--- config.mk ---
export PLATFORM = sky130hd
export DESIGN_NAME = serial_bit_source_flat
export DESIGN_NICKNAME = d
export VERILOG_FILES = /design/src/rtl/fsm_common_pkg.sv /design/src/rtl/serial_bit_source_if.sv /design/src/rtl/ser_bit_counter.sv /design/src/rtl/serial_bit_source.sv /design/src/flat_wrapper.sv
export SDC_FILE = /design/constraint.sdc
export NUM_CORES = 1
export LEC_CHECK = 0
export CORE_UTILIZATION = 45
export CTS_BUF_LIST = sky130_fd_sc_hd__clkbuf_2 sky130_fd_sc_hd__clkbuf_4 sky130_fd_sc_hd__clkbuf_8
export DETAILED_ROUTE_END_ITERATION = 8
export GPL_TIMING_DRIVEN = 0
export HOLD_SLACK_MARGIN = 0.08
export PLACE_DENSITY = 0.76
export SYNTH_ARGS = -nofsm -noshare
export SYNTH_HDL_FRONTEND = slang
export SYNTH_SLANG_ARGS = --single-unit
--- constraint.sdc ---
create_clock -name clk -period 1.5 [get_ports clk]
set_input_delay 0.225 -clock clk [delete_from_list [all_inputs] [get_ports clk]]
set_output_delay 0.225 -clock clk [all_outputs]
set_load 0.005 [all_outputs]
--- src/rtl/fsm_common_pkg.sv ---
// Shared state encoding and counter-width helper for the serial bit source.
// The SERIAL_PARITY_BIT_EN build makes use of ST_PARITY.
package fsm_common_pkg;

    typedef enum logic [1:0] {
        ST_IDLE   = 2'd0,
        ST_SHIFT  = 2'd1,
        ST_PARITY = 2'd2
    } state_t;

    // Counter width for 0..width-1, never narrower than one bit
    function automatic int clog2w(input int width);
        int w;
        w = 1;
        while ((1 << w) < width) w++;
        return w;
    endfunction

endpackage

--- src/rtl/serial_bit_source_if.sv ---
// Parallel-in handshake plus serial-out/frame-marker bundle for serial_bit_source.
interface serial_bit_source_if #(parameter int WIDTH = 8);
    logic [WIDTH-1:0] in_data;
    logic             in_valid;
    logic             in_ready;
    logic             ser_out;
    logic             ser_valid;
    logic             frame_start;
    logic             ser_last;
    logic             busy;

    modport master (
        output in_data, in_valid,
        input  in_ready, ser_out, ser_valid, frame_start, ser_last, busy
    );

    modport slave (
        input  in_data, in_valid,
        output in_ready, ser_out, ser_valid, frame_start, ser_last, busy
    );
endinterface

--- src/rtl/ser_bit_counter.sv ---
// Bit-position counter: load clears it to zero, enable steps it up to WIDTH-1 and holds.
// tc flags the final data bit of a frame.
module ser_bit_counter
    import fsm_common_pkg::*;
#(
    parameter int WIDTH = 8,
    parameter int CW    = clog2w(WIDTH)
) (
    input  logic          clk,
    input  logic          reset,
    input  logic          load,
    input  logic          en,
    output logic [CW-1:0] count,
    output logic          tc
);

    assign tc = (count == CW'(WIDTH - 1));

    always_ff @(posedge clk or posedge reset) begin
        if (reset)
            count <= '0;
        else if (load)
            count <= '0;
        else if (en && !tc)
            count <= count + 1'b1;
    end

endmodule

--- src/rtl/serial_bit_source.sv ---
// Parallel-to-serial feeder with frame markers; one bit per clock on ser_out.
// Define SERIAL_PARITY_BIT_EN to append an even-parity bit to every frame.
//
// state     | meaning
// ST_IDLE   | no frame, in_ready high, ser_valid low
// ST_SHIFT  | presenting data bit <count> of the current word
// ST_PARITY | presenting the parity bit (parity build only)
module serial_bit_source
    import fsm_common_pkg::*;
#(
    parameter int WIDTH     = 8,
    parameter bit MSB_FIRST = 1'b1
) (
    input  logic                clk,
    input  logic                reset,
    serial_bit_source_if.slave  bus
);

    localparam int CW = clog2w(WIDTH);

    state_t          state;
    state_t          state_nxt;
    logic [WIDTH-1:0] shreg;
    logic [CW-1:0]   count;
    logic            tc;
    logic            accept;
    logic            data_bit;

    assign accept   = bus.in_valid && bus.in_ready;
    assign data_bit = MSB_FIRST ? shreg[WIDTH-1] : shreg[0];

    ser_bit_counter #(.WIDTH(WIDTH), .CW(CW)) u_cnt (
        .clk   (clk),
        .reset (reset),
        .load  (accept),
        .en    (state == ST_SHIFT),
        .count (count),
        .tc    (tc)
    );

    always_ff @(posedge clk or posedge reset) begin
        if (reset)
            state <= ST_IDLE;
        else
            state <= state_nxt;
    end

    always_comb begin
        state_nxt = state;
        case (state)
            ST_IDLE:
                if (accept) state_nxt = ST_SHIFT;
            ST_SHIFT:
                if (tc) begin
`ifdef SERIAL_PARITY_BIT_EN
                    state_nxt = ST_PARITY;
`else
                    state_nxt = accept ? ST_SHIFT : ST_IDLE;
`endif
                end
`ifdef SERIAL_PARITY_BIT_EN
            ST_PARITY:
                state_nxt = accept ? ST_SHIFT : ST_IDLE;
`endif
            default:
                state_nxt = ST_IDLE;
        endcase
    end

`ifdef SERIAL_PARITY_BIT_EN
    logic parity;

    always_ff @(posedge clk or posedge reset) begin
        if (reset)
            parity <= 1'b0;
        else if (accept)
            parity <= ^bus.in_data;
    end
`endif

    // in_ready depends only on state/terminal count, so accept has no comb loop
    always_comb begin
        bus.in_ready    = 1'b0;
        bus.ser_valid   = 1'b0;
        bus.ser_out     = 1'b0;
        bus.frame_start = 1'b0;
        bus.ser_last    = 1'b0;
        bus.busy        = 1'b0;
        case (state)
            ST_IDLE: begin
                bus.in_ready = 1'b1;
            end
            ST_SHIFT: begin
                bus.ser_valid   = 1'b1;
                bus.busy        = 1'b1;
                bus.ser_out     = data_bit;
                bus.frame_start = (count == '0);
`ifndef SERIAL_PARITY_BIT_EN
                bus.ser_last    = tc;
                bus.in_ready    = tc;
`endif
            end
`ifdef SERIAL_PARITY_BIT_EN
            ST_PARITY: begin
                bus.ser_valid = 1'b1;
                bus.busy      = 1'b1;
                bus.ser_out   = parity;
                bus.ser_last  = 1'b1;
                bus.in_ready  = 1'b1;
            end
`endif
            default: ;
        endcase
    end

    always_ff @(posedge clk or posedge reset) begin
        if (reset)
            shreg <= '0;
        else if (accept)
            shreg <= bus.in_data;
        else if (state == ST_SHIFT)
            shreg <= MSB_FIRST ? {shreg[WIDTH-2:0], 1'b0} : {1'b0, shreg[WIDTH-1:1]};
    end

endmodule

--- src/flat_wrapper.sv ---
// flat-port wrapper written by rule: the top's interface ports become plain ports
module serial_bit_source_flat import fsm_common_pkg::*;
#(
    parameter int WIDTH     = 8,
    parameter bit MSB_FIRST = 1'b1
)
  (clk, reset, bus_in_data, bus_in_valid, bus_in_ready, bus_ser_out, bus_ser_valid, bus_frame_start, bus_ser_last, bus_busy);
  serial_bit_source_if #(.WIDTH(WIDTH)) bus_i ();
  input  logic clk;
  input  logic reset;
  input wire logic [$bits(bus_i.in_data)-1:0] bus_in_data;
  input wire logic [$bits(bus_i.in_valid)-1:0] bus_in_valid;
  output wire logic [$bits(bus_i.in_ready)-1:0] bus_in_ready;
  output wire logic [$bits(bus_i.ser_out)-1:0] bus_ser_out;
  output wire logic [$bits(bus_i.ser_valid)-1:0] bus_ser_valid;
  output wire logic [$bits(bus_i.frame_start)-1:0] bus_frame_start;
  output wire logic [$bits(bus_i.ser_last)-1:0] bus_ser_last;
  output wire logic [$bits(bus_i.busy)-1:0] bus_busy;
  assign bus_i.in_data = bus_in_data;
  assign bus_i.in_valid = bus_in_valid;
  assign bus_in_ready = bus_i.in_ready;
  assign bus_ser_out = bus_i.ser_out;
  assign bus_ser_valid = bus_i.ser_valid;
  assign bus_frame_start = bus_i.frame_start;
  assign bus_ser_last = bus_i.ser_last;
  assign bus_busy = bus_i.busy;
  serial_bit_source #(.WIDTH(WIDTH), .MSB_FIRST(MSB_FIRST)) u_core (.clk(clk), .reset(reset), .bus(bus_i));
endmodule
==> impl_metrics.env <==
export IMPL_cellPowerDensity_nw_per_um2=1640
export IMPL_regToRegSetupSlack_ns=-0.09
export IMPL_finalCriticalPeriod_ns=1.60
export IMPL_synthXorXnorAreaFrac_pct=0
export IMPL_synth_seq_area_share_pct=42.8
export IMPL_worstSetupStartpoint="u_core.u_cnt.count[0]$_DFFE_PP0P_"
export IMPL_grt_pass1_vias=605
export IMPL_wl_per_cell_um=15.0
export IMPL_finish_utilization_pct=75.4
export IMPL_crit_path_end_kind="output port"
export IMPL_post_route_period_util_pct=107
export IMPL_port_buffers=16
export IMPL_cts_root_buf="clkbuf_4"
export IMPL_fin_ws_ns=-0.104
export IMPL_synth_common_cells="dfrtp_1, o21ai_1, mux2i_1, a31oi_1, and3_1"
export IMPL_die_y_um=41.5
export IMPL_drc_errors=0
export IMPL_synth_top_flop_cell="dfrtp_1"
export IMPL_dieArea_um2=1720
export IMPL_r2r_start="u_core.u_cnt.count[0]$_DFFE_PP0P_"
export IMPL_postCtsHoldBufs=0
export IMPL_avgSynthCellArea_um2=9.89
export IMPL_crit_arrival_ns=1.38
export IMPL_synth_nets=85
export IMPL_r2r_end="u_core.shreg[5]$_DFFE_PP0P_"
export IMPL_hp_class="in -> async"
export IMPL_synth_edf_count=0
export IMPL_drtIter0Drc=29
export IMPL_async_flop_share_pct=100
export IMPL_finalSetupViolCount=6
export IMPL_final_hold_viol_count=0
export IMPL_diodes=0
export IMPL_violations="setup timing"
export IMPL_yosysMostFrequentCell="dfrtp_1"
export IMPL_syn_instance_count=71
export IMPL_rows=13
export IMPL_core_region_area_um2=1380
export IMPL_status="complete, but fails checks"
export IMPL_grt_pass1_wl_um=2810
export IMPL_antenna_found_initial=0
export IMPL_die_w_um=41.5
export IMPL_cts_inserted_buffers=3
export IMPL_max_freq_ghz=0.623
export IMPL_synth_top_cells_by_area="dfrtp_1, mux2i_1, o21ai_1, a31oi_1, and3_1"
export IMPL_clk_path_buf_depth=2
export IMPL_gr_usage_all_layers_pct=21.6
export IMPL_rsz0062_at_grt="yes"
export IMPL_crit_type="reg -> out"
export IMPL_finalSetupTns_ns=-0.318
export IMPL_r2r_cells=7
export IMPL_yosys_area_top_type="dfrtp_1"
export IMPL_power_static_leakage_nw=0.516
export IMPL_fill_cells=96
export IMPL_cp_required_ns=1.27
export IMPL_worst_path_max_fanout=2
export IMPL_synth_area_um2=702
export IMPL_synth_seq_cells=12
export IMPL_ant_nets=0
export IMPL_area_delta_synth_final_pct=48.5
export IMPL_vias=638
export IMPL_yosysWarnings=0
export IMPL_yosys_area_share_adder_pct=5.35
export IMPL_overflow=0
export IMPL_max_slew_worst_pin_slew_ns=0.476
export IMPL_synth_compound_area_share_pct=14.1
export IMPL_final_nets=114
export IMPL_vias_per_cell=5.60
export IMPL_first_pass_iters=4
export IMPL_crit_end="bus_ser_last"
export IMPL_start_util_pct=50.8
export IMPL_wl_um=1710
export IMPL_drive_gt1_share_pct=31.3
export IMPL_ys_types=19
export IMPL_clkTransAtPathRegs_ns=0.08
export IMPL_ir_drop_mv=1.34
export IMPL_pin_count=17
export IMPL_htree_num_levels=1
export IMPL_grt_max_degree=13
export IMPL_synth_simple_area_share_pct=16.4
export IMPL_relSlewSlack_pct=68.3
export IMPL_cts_tree="yes"
export IMPL_fin_skew_ns=0.00270
export IMPL_insertion_delay_ns=0.28
export IMPL_synth_mux_area_share_pct=11.4
export IMPL_crit_path_start_kind="flip-flop"
export IMPL_place_gp_congestion=0.701
export IMPL_drv_slew=0
export IMPL_synth_top_family_by_area="simple AND/OR/NAND/NOR gates"
export IMPL_cap_violations=0
export IMPL_synth_top_area_share_pct=42.8
export IMPL_dp_hpwl_um=939
export IMPL_clock_sinks=12
[cell type report]
class | instances | area, um2 | share of cell area (%)
plain buffers | 6 | 62.6 | 6.00
clock buffers | 4 | 36.3 | 3.48
inverters | 5 | 23.8 | 2.28
multi-input cells | 47 | 369 | 35.4
flip-flops and latches | 12 | 300 | 28.8
well taps | 15 | 18.8 | 1.80
repair buffers | 25 | 231 | 22.2
[power breakdown]
group	total, mW	switching (mW)	internal (mW)
clock	0.262	0.114	0.148
combinational	0.919	0.406	0.512
sequential	0.528	0.0800	0.448
total	1.71	0.601	1.11
[sequential cells by signal, indices dropped and copies added, names as in the netlist]
name,cells
u_core.shreg,8
u_core.state,1
u_core.u_cnt.count,3
[placed cells by master, fill, tap and decap left out]
| master | netlist | routed |
|---|---|---|
| dlymetal6s2s_1 | 0 | 1 |
| nand3_1 | 1 | 1 |
| o21ai_0 | 1 | 1 |
| and2_1 | 2 | 1 |
| mux2i_1 | 8 | 8 |
| nand3b_1 | 3 | 3 |
| clkdlybuf4s50_1 | 0 | 10 |
| nor2_1 | 1 | 1 |
| nand2b_1 | 2 | 1 |
| dlygate4sd2_1 | 0 | 1 |
| buf_2 | 1 | 1 |
| nand2_4 | 1 | 1 |
| inv_4 | 0 | 2 |
| o21ai_1 | 10 | 10 |
| and3_1 | 7 | 7 |
| ha_2 | 0 | 1 |
| nand2b_4 | 0 | 1 |
| buf_4 | 4 | 10 |
| dfrtp_1 | 12 | 12 |
| buf_6 | 1 | 7 |
| and2_4 | 0 | 1 |
| ha_4 | 0 | 2 |
| inv_1 | 5 | 3 |
| a31oi_1 | 7 | 7 |
| clkbuf_8 | 0 | 2 |
| nand2_1 | 1 | 1 |
| clkbuf_4 | 0 | 3 |
[cells by family after synthesis]
family          Yosys count
flops                    12
buf+inv                  12
simple gates             18
fa+ha+maj                 3
mux                       8
compound gates           18
[critical path, cell delays in order, from the launching register on]
cell and delay [ns]:
dfrtp_1 0.40, ha_2 0.20, ha_4 0.16, buf_6 0.11, and2_4 0.13, buf_6 0.10
[routing by layer]
metal	up-vias	part of all wire, %	wire, um	global-route usage, %
met2	19	47	812	32.8
met4	0	2.9	50	9.03
met1	302	45	773	27.8
li1	311	-	-	-
met5	-	0	0	0
met3	6	4.4	75	7.83
[worst min path at each step]
stage                                  end                         from  slack [ns]  cells after the start
2_1_floorplan  u_core.shreg[0]$_DFFE_PP0P_                        reset        0.09                      1
3_3_place_gp   u_core.shreg[4]$_DFFE_PP0P_  u_core.shreg[3]$_DFFE_PP0P_        0.50                      2
3_5_place_dp   u_core.shreg[7]$_DFFE_PP0P_  u_core.shreg[6]$_DFFE_PP0P_        0.50                      2
4_1_cts        u_core.shreg[0]$_DFFE_PP0P_                        reset        0.28                      2
5_1_grt        u_core.shreg[4]$_DFFE_PP0P_                        reset        0.30                      2
6_report       u_core.shreg[6]$_DFFE_PP0P_                        reset        0.27                      2
[repair_timing]
| item | in CTS | in global routing |
|---|---|---|
| setup buffers | 6 | 3 |
| gates resized for setup | 27 | 9 |
| endpoints found under the setup margin | 5 | 12 |
| pin swaps | 2 | 3 |
[stage by stage]
stage / std cells / instance area (um2) / total power [mW] / hold slack [ns] / setup slack, ns
finish: 114 / 1040 / 1.71 / 0.266 / -0.104
global route: 114 / 1040 / 1.83 / 0.305 / -0.157
CTS: 112 / 1000 / 1.58 / 0.281 / -0.0975
detailed placement: 102 / 881 / 1.14 / 0.497 / -0.289
global placement: 102 / 881 / 1.12 / 0.499 / -0.288
floorplan: 71 / 702 / 0.912 / 0.0897 / 0.140
No activity file was read; power rests on OpenSTA's default activity.
